File: config.mk
export PLATFORM = sky130hd
export DESIGN_NAME = dmem_arbiter
export DESIGN_NICKNAME = d
export VERILOG_FILES = /design/src/rtl/dmem_arbiter.sv
export SDC_FILE = /design/constraint.sdc
export NUM_CORES = 1
export LEC_CHECK = 0
export BUFFER_PORTS_ARGS = -buffer_cell sky130_fd_sc_hd__buf_2
export CAP_MARGIN = 15
export CORE_AREA = 2 2 118 120
export DETAILED_ROUTE_END_ITERATION = 16
export DIE_AREA = 0 0 120 122
export GPL_ROUTABILITY_DRIVEN = 0
export PLACE_DENSITY = 0.77
export SYNTH_ARGS = -nofsm -noshare
export SYNTH_HDL_FRONTEND = slang
export SYNTH_SLANG_ARGS = --single-unit
File: constraint.sdc
create_clock -name clk -period 2.08 [get_ports clk]
set_input_delay 0.312 -clock clk [delete_from_list [all_inputs] [get_ports clk]]
set_output_delay 0.312 -clock clk [all_outputs]
set_load 0.02 [all_outputs]
File: src/rtl/dmem_arbiter.sv
// dmem_arbiter: two-port round-robin arbiter and sequencer in front of a
// single-port data memory. Each granted request takes exactly three cycles:
// IDLE (accept), ACCESS (one memory cycle), RESPOND (one-cycle response pulse).
//
// Ports:
//   clk, reset_n             clock, asynchronous active-low reset
//   aReq*/aRsp*              port A (CPU load/store) request/response
//   bReq*/bRsp*              port B (loader) request/response
//   memAddress, memDataIn,   memory address, write data and write enable
//   memWriteEnable
//   memDataOut               memory read data, sampled at the end of ACCESS
module dmem_arbiter #(
    parameter int unsigned ADDR_WIDTH = 32,
    parameter int unsigned DATA_WIDTH = 32,
    parameter int unsigned DEPTH      = 1024
) (
    input  logic                  clk,
    input  logic                  reset_n,

    input  logic                  aReqValid,
    output logic                  aReqReady,
    input  logic                  aReqWrite,
    input  logic [ADDR_WIDTH-1:0] aReqAddr,
    input  logic [DATA_WIDTH-1:0] aReqData,
    output logic                  aRspValid,
    output logic [DATA_WIDTH-1:0] aRspData,
    output logic                  aRspError,

    input  logic                  bReqValid,
    output logic                  bReqReady,
    input  logic                  bReqWrite,
    input  logic [ADDR_WIDTH-1:0] bReqAddr,
    input  logic [DATA_WIDTH-1:0] bReqData,
    output logic                  bRspValid,
    output logic [DATA_WIDTH-1:0] bRspData,
    output logic                  bRspError,

    output logic [ADDR_WIDTH-1:0] memAddress,
    output logic [DATA_WIDTH-1:0] memDataIn,
    output logic                  memWriteEnable,
    input  logic [DATA_WIDTH-1:0] memDataOut
);

    typedef enum logic [1:0] {StIdle, StAccess, StRespond} state_e;

    localparam logic [ADDR_WIDTH-1:0] DepthAddr = ADDR_WIDTH'(DEPTH);

    state_e                state_q, state_d;
    logic                  last_grant_q;  // 1 = port B was granted last
    logic                  grant_q;       // 1 = current access belongs to port B
    logic                  write_q;
    logic [ADDR_WIDTH-1:0] addr_q;
    logic [DATA_WIDTH-1:0] data_q;
    logic [DATA_WIDTH-1:0] rsp_data_q;

    logic sel_b;
    logic sel_valid;
    logic accept;
    logic in_range;
    logic rsp_active;

    assign in_range = (addr_q < DepthAddr);

    // Lone requester wins; on a tie (both or neither valid) the port that
    // was not granted last is selected, so ready is stable while idle.
    always_comb begin
        sel_b = ~last_grant_q;
        if (aReqValid != bReqValid) begin
            sel_b = bReqValid;
        end
    end

    assign sel_valid = sel_b ? bReqValid : aReqValid;
    assign accept    = (state_q == StIdle) && sel_valid;

    always_comb begin
        state_d = state_q;
        unique case (state_q)
            StIdle:    if (accept) state_d = StAccess;
            StAccess:  state_d = StRespond;
            StRespond: state_d = StIdle;
            default:   state_d = StIdle;
        endcase
    end

    always_ff @(posedge clk or negedge reset_n) begin
        if (!reset_n) begin
            state_q      <= StIdle;
            last_grant_q <= 1'b1;
            grant_q      <= 1'b0;
            write_q      <= 1'b0;
            addr_q       <= '0;
            data_q       <= '0;
            rsp_data_q   <= '0;
        end else begin
            state_q <= state_d;
            if (accept) begin
                grant_q      <= sel_b;
                last_grant_q <= sel_b;
                write_q      <= sel_b ? bReqWrite : aReqWrite;
                addr_q       <= sel_b ? bReqAddr  : aReqAddr;
                data_q       <= sel_b ? bReqData  : aReqData;
            end
            if (state_q == StAccess) begin
                rsp_data_q <= (!write_q && in_range) ? memDataOut : '0;
            end
        end
    end

    // Latched request registers drive the memory directly, so address and
    // data hold their last values outside ACCESS.
    assign memAddress     = addr_q;
    assign memDataIn      = data_q;
    assign memWriteEnable = (state_q == StAccess) && write_q && in_range;

    assign aReqReady = (state_q == StIdle) && !sel_b;
    assign bReqReady = (state_q == StIdle) &&  sel_b;

    assign rsp_active = (state_q == StRespond);

    assign aRspValid = rsp_active && !grant_q;
    assign aRspData  = aRspValid ? rsp_data_q : '0;
    assign aRspError = aRspValid && !in_range;

    assign bRspValid = rsp_active && grant_q;
    assign bRspData  = bRspValid ? rsp_data_q : '0;
    assign bRspError = bRspValid && !in_range;

endmodule

Yosys cells after proc, flatten, opt, wreduce, memory -nomap -nowiden
Index checks and enable logic that the tools add are counted.
Storage, ports and cells
  output and inout bits: 135
  register bits: 101
Cells by class
  reduce and logical (&&, ||, !) cells: 15
  mux-type cells: 10
  bitwise gates (word level): 1
  eq/ne operators: 4
  order comparisons: 1
Operators by type and width (count)
  $mux 32: 5
  $lt 32x11->1 const B: 1
  $logic_and 1x1->1: 10
  $logic_not 1->1: 4
  $pmux 2 s2: 1
  $mux 1: 3
  $eq 2x1->1 const B: 1
  $eq 2x2->1 const B: 1
  $logic_not 2->1: 1
  $mux 2: 1
  $ne 2x2->1 const B: 1
  $ne 1x1->1: 1
  $not 1->1: 1

Longest topological paths before layout
  word-level depth: 6
  mapped depth: 6
  gate-level depth less buffers: 4

Worst setup path after synthesis
No wires, ideal clock.
  path type: reg2out
  start point: register addr_q[27], in the netlist memAddress[27]
  end point: output memWriteEnable
  path slack: 0.010 ns
  path buffers: 1
  arrival time: 1.758 ns
  cell stages (with the launch flop): 5
  cell sequence: dfrtp_1 nor4_1 nand4_2 buf_6 nor3_1
Between the ends
  cells in the longest elaborated chain, start to end: 2
RTL lines
  from (decl): RTL line 52  | logic [ADDR_WIDTH-1:0] addr_q;
  from (signal assigned): RTL line 101  | addr_q <= sel_b ? bReqAddr : aReqAddr;
  $lt 32x11->1: RTL line 62  | assign in_range = (addr_q < DepthAddr);
  $logic_and 1x1->1: RTL line 114  | assign memWriteEnable = (state_q == StAccess) && write_q && in_range;
  to (decl): RTL line 40  | output logic memWriteEnable,
Every way passes these cells.

Worst setup path after layout
  start point: register addr_q[20], in the netlist memAddress[20]
  end point: output memWriteEnable
The elaborated chain is that of the path after synthesis.

==> results.yml <==
placement:
  dpl.cell_count: 1047
  portBuffers: 300
  hpwlAfterDp_um: 12200
  dpl_cell_area_um2: 7360
finish:
  mostFrequentLayoutCells: "buf_2, dfrtp_1, nand3b_1"
  instances_no_fill: 1064
  drive_gt1_frac: 0.426
  final_cell_area_um2: 7730
  final_common_cell: "buf_2"
  final_util: 0.572
  fin_nets: 1045
  syn_to_final_growth_pct: 35.3
yosys:
  syn_area_um2: 5710
  yosysSeqAreaShare: 0.443
  ys_warn_count: 0
  syn_avg_cell_area_um2: 9.20
  synth_adder_area_share: 0
  async_reset_ff_frac: 1.00
  synth-simple-area-share: 0.239
  yosysUniqueCellTypes: 31
  synth_top_family_by_area: "compound AO/OA/AOI/OAI gates"
  synth_compound_area_frac: 0.261
  synth_cells: 621
  synth_top_area_share: 0.438
  ys_seq_elements: 101
  synthFlopType: "dfrtp_1"
  synth_nets: 787
  ys_top_cells_by_area: "dfrtp_1, nand3b_1, a31oi_1"
  synth_xor_area_frac: 0
  synth_mux_area_frac: 0
  synth-edff-count: 0
  synth_top_cell_by_area: "dfrtp_1"
clock_tree:
  cts.sinks: 101
  numCtsBuffers: 9
  cts_tree: "built"
  htreeDepth: 3
  clock_latency_ns: 0.33
  clk_pin_slew_ns: 0.07
  root_buffer: "clkbuf_16"
  cts.path.max_buffers: 2
  cts_hold_buf: 0
grt:
  antenna_found_initial: 2
  grt_use_total: 0.235
  grt_max_degree: 111
  gr-total-overflow: 0
  grt_pass1_wl_um: 27300
  grt_pass1_vias: 5330
floorplanning:
  core-area_um2: 13500
  die_w_um: 120
  row_count: 43
  initial_core_util: 0.423
  pin_count: 301
  die-area_um2: 14600
  die_h_um: 122
critical_path:
  worst_path_max_delay_cell: "dfrtp_1"
  crit_path_cell_trace: "nor4_2, nand4_4, nor3_2, buf_4"
  crit_path_end_kind: "output pin"
  slowest_delay_ns: 0.41
  timing_worst_setup_path_type: "flop to output pin"
  cp.arrival_ns: 1.73
  crit_path_start_kind: "flop"
  path_max_fanout: 4
  worst_ep_required_time_ns: 1.77
routing:
  final_antenna_net_count: 0
  detail_route.wl_per_cell_um: 16.5
  route.detailed.drc: 0
  viasPerCell: 5.42
  wirelength_um: 17500
  drt_iter0_markers: 480
  drt_pass1_iterations: 4
  vias: 5764
pwr:
  ir_drop_mv: 0.665
  power.total_w: 0.00960
  p_per_area_nw_per_um2: 1240
  p_leak_nw: 3.56
timing:
  finalClockSkew_ns: 0.00575
  slew_headroom: 0.533
  whs_ns: 0.0321
  period_needed_ns: 2.04
  maxClockFrequency_mhz: 491
  post-route-period-util: 0.980
  drv_slew: 0
  worst_slew_pin_slew_ns: 0.701
  finalSetupViolCount: 0
  hold_viol: 0
worst_hold_path:
  worstHoldPathType: "input pin to async pin"
run:
  cap_violations: 0
status:
  status: "completed"
[what timing repair did]
item / CTS / global route
pin swaps: 1 / 2
buffers inserted: 1 / 0
endpoints found under the setup margin: 3 / 3
resized for setup: 5 / 4
[sequential cells by signal (all words and copies together) (netlist names)]
register and count:
memDataIn 32, last_grant_q 1, grant_q 1, rsp_data_q 32, write_q 1, memAddress 32
state_q 2
[synthesized netlist by cell type (2+ instances only)]
cell type and instances:
nor2_1 2, o21ai_1 2, a21oi_1 66, a31oi_1 66
buf_1 2, o31ai_1 5, buf_4 2, nand3b_1 97
o21a_1 3, o21ai_0 63, o31ai_2 27, buf_6 3
and2_1 65, buf_2 17, nor4_1 6, nand2_1 36
clkbuf_1 46, dfrtp_1 100
[logic make-up after synthesis]
logic type             after synthesis
AO/OA/AOI/OAI                      235
AND/OR/NAND/NOR                    213
flip-flops                         101
buffers and inverters               72
[stage by stage]
step | setup TNS [ns] | worst slack, ns
floorplan | 0 | 0.0101
global placement | 0 | 0.272
detailed placement | 0 | 0.237
CTS | 0 | 0.0153
global route | -0.0323 | -0.0240
finish | 0 | 0.0416
[final timing paths]
check                                from             end  slack, ns  depth (start not counted)
setup / recovery           memAddress[20]  memWriteEnable       0.04                          4
hold / removal                    reset_n   rsp_data_q[1]       0.03                          2
setup reg to reg           memAddress[20]   rsp_data_q[3]       0.22                          5
hold reg to reg             rsp_data_q[0]   rsp_data_q[0]       0.49                          2
max in group asynchronous         reset_n  memAddress[24]       1.64                          2
min in group clk              bReqData[5]    memDataIn[5]       0.24                          3
[critical path, delay by kind of cell, from the launching register on]
kind | cells | cell delay, ns
flops | 1 | 0.41
buf+inv | 1 | 0.17
simple gates | 3 | 0.81
[final cells by class]
type	count	area [um2]
Tap cell	180	225
Multi-Input combinational cell	448	2950
Inverter	1	3.75
Timing Repair Buffer	318	1720
Clock inverter	4	47.5
Clock buffer	11	253
Fill cell	1287	5780
Sequential cell	101	2530
Antenna cell	1	2.50
[routing by layer]
metal / track usage / vias to the layer above / part of all wire / wire (um)
met5: 0 / - / 0.00074 / 13
met4: 0.0993 / 2 / 0.032 / 563
met3: 0.0623 / 40 / 0.081 / 1420
met2: 0.392 / 258 / 0.50 / 8740
met1: 0.288 / 2676 / 0.39 / 6780
li1: - / 2788 / - / -
[power breakdown]
group / total (W) / internal, W / switching (W)
Sequential: 0.00320 / 0.00267 / 0.000531
Clock: 0.00170 / 0.000988 / 0.000711
Combinational: 0.00470 / 0.00168 / 0.00302
(Power assumes the default switching activity.)
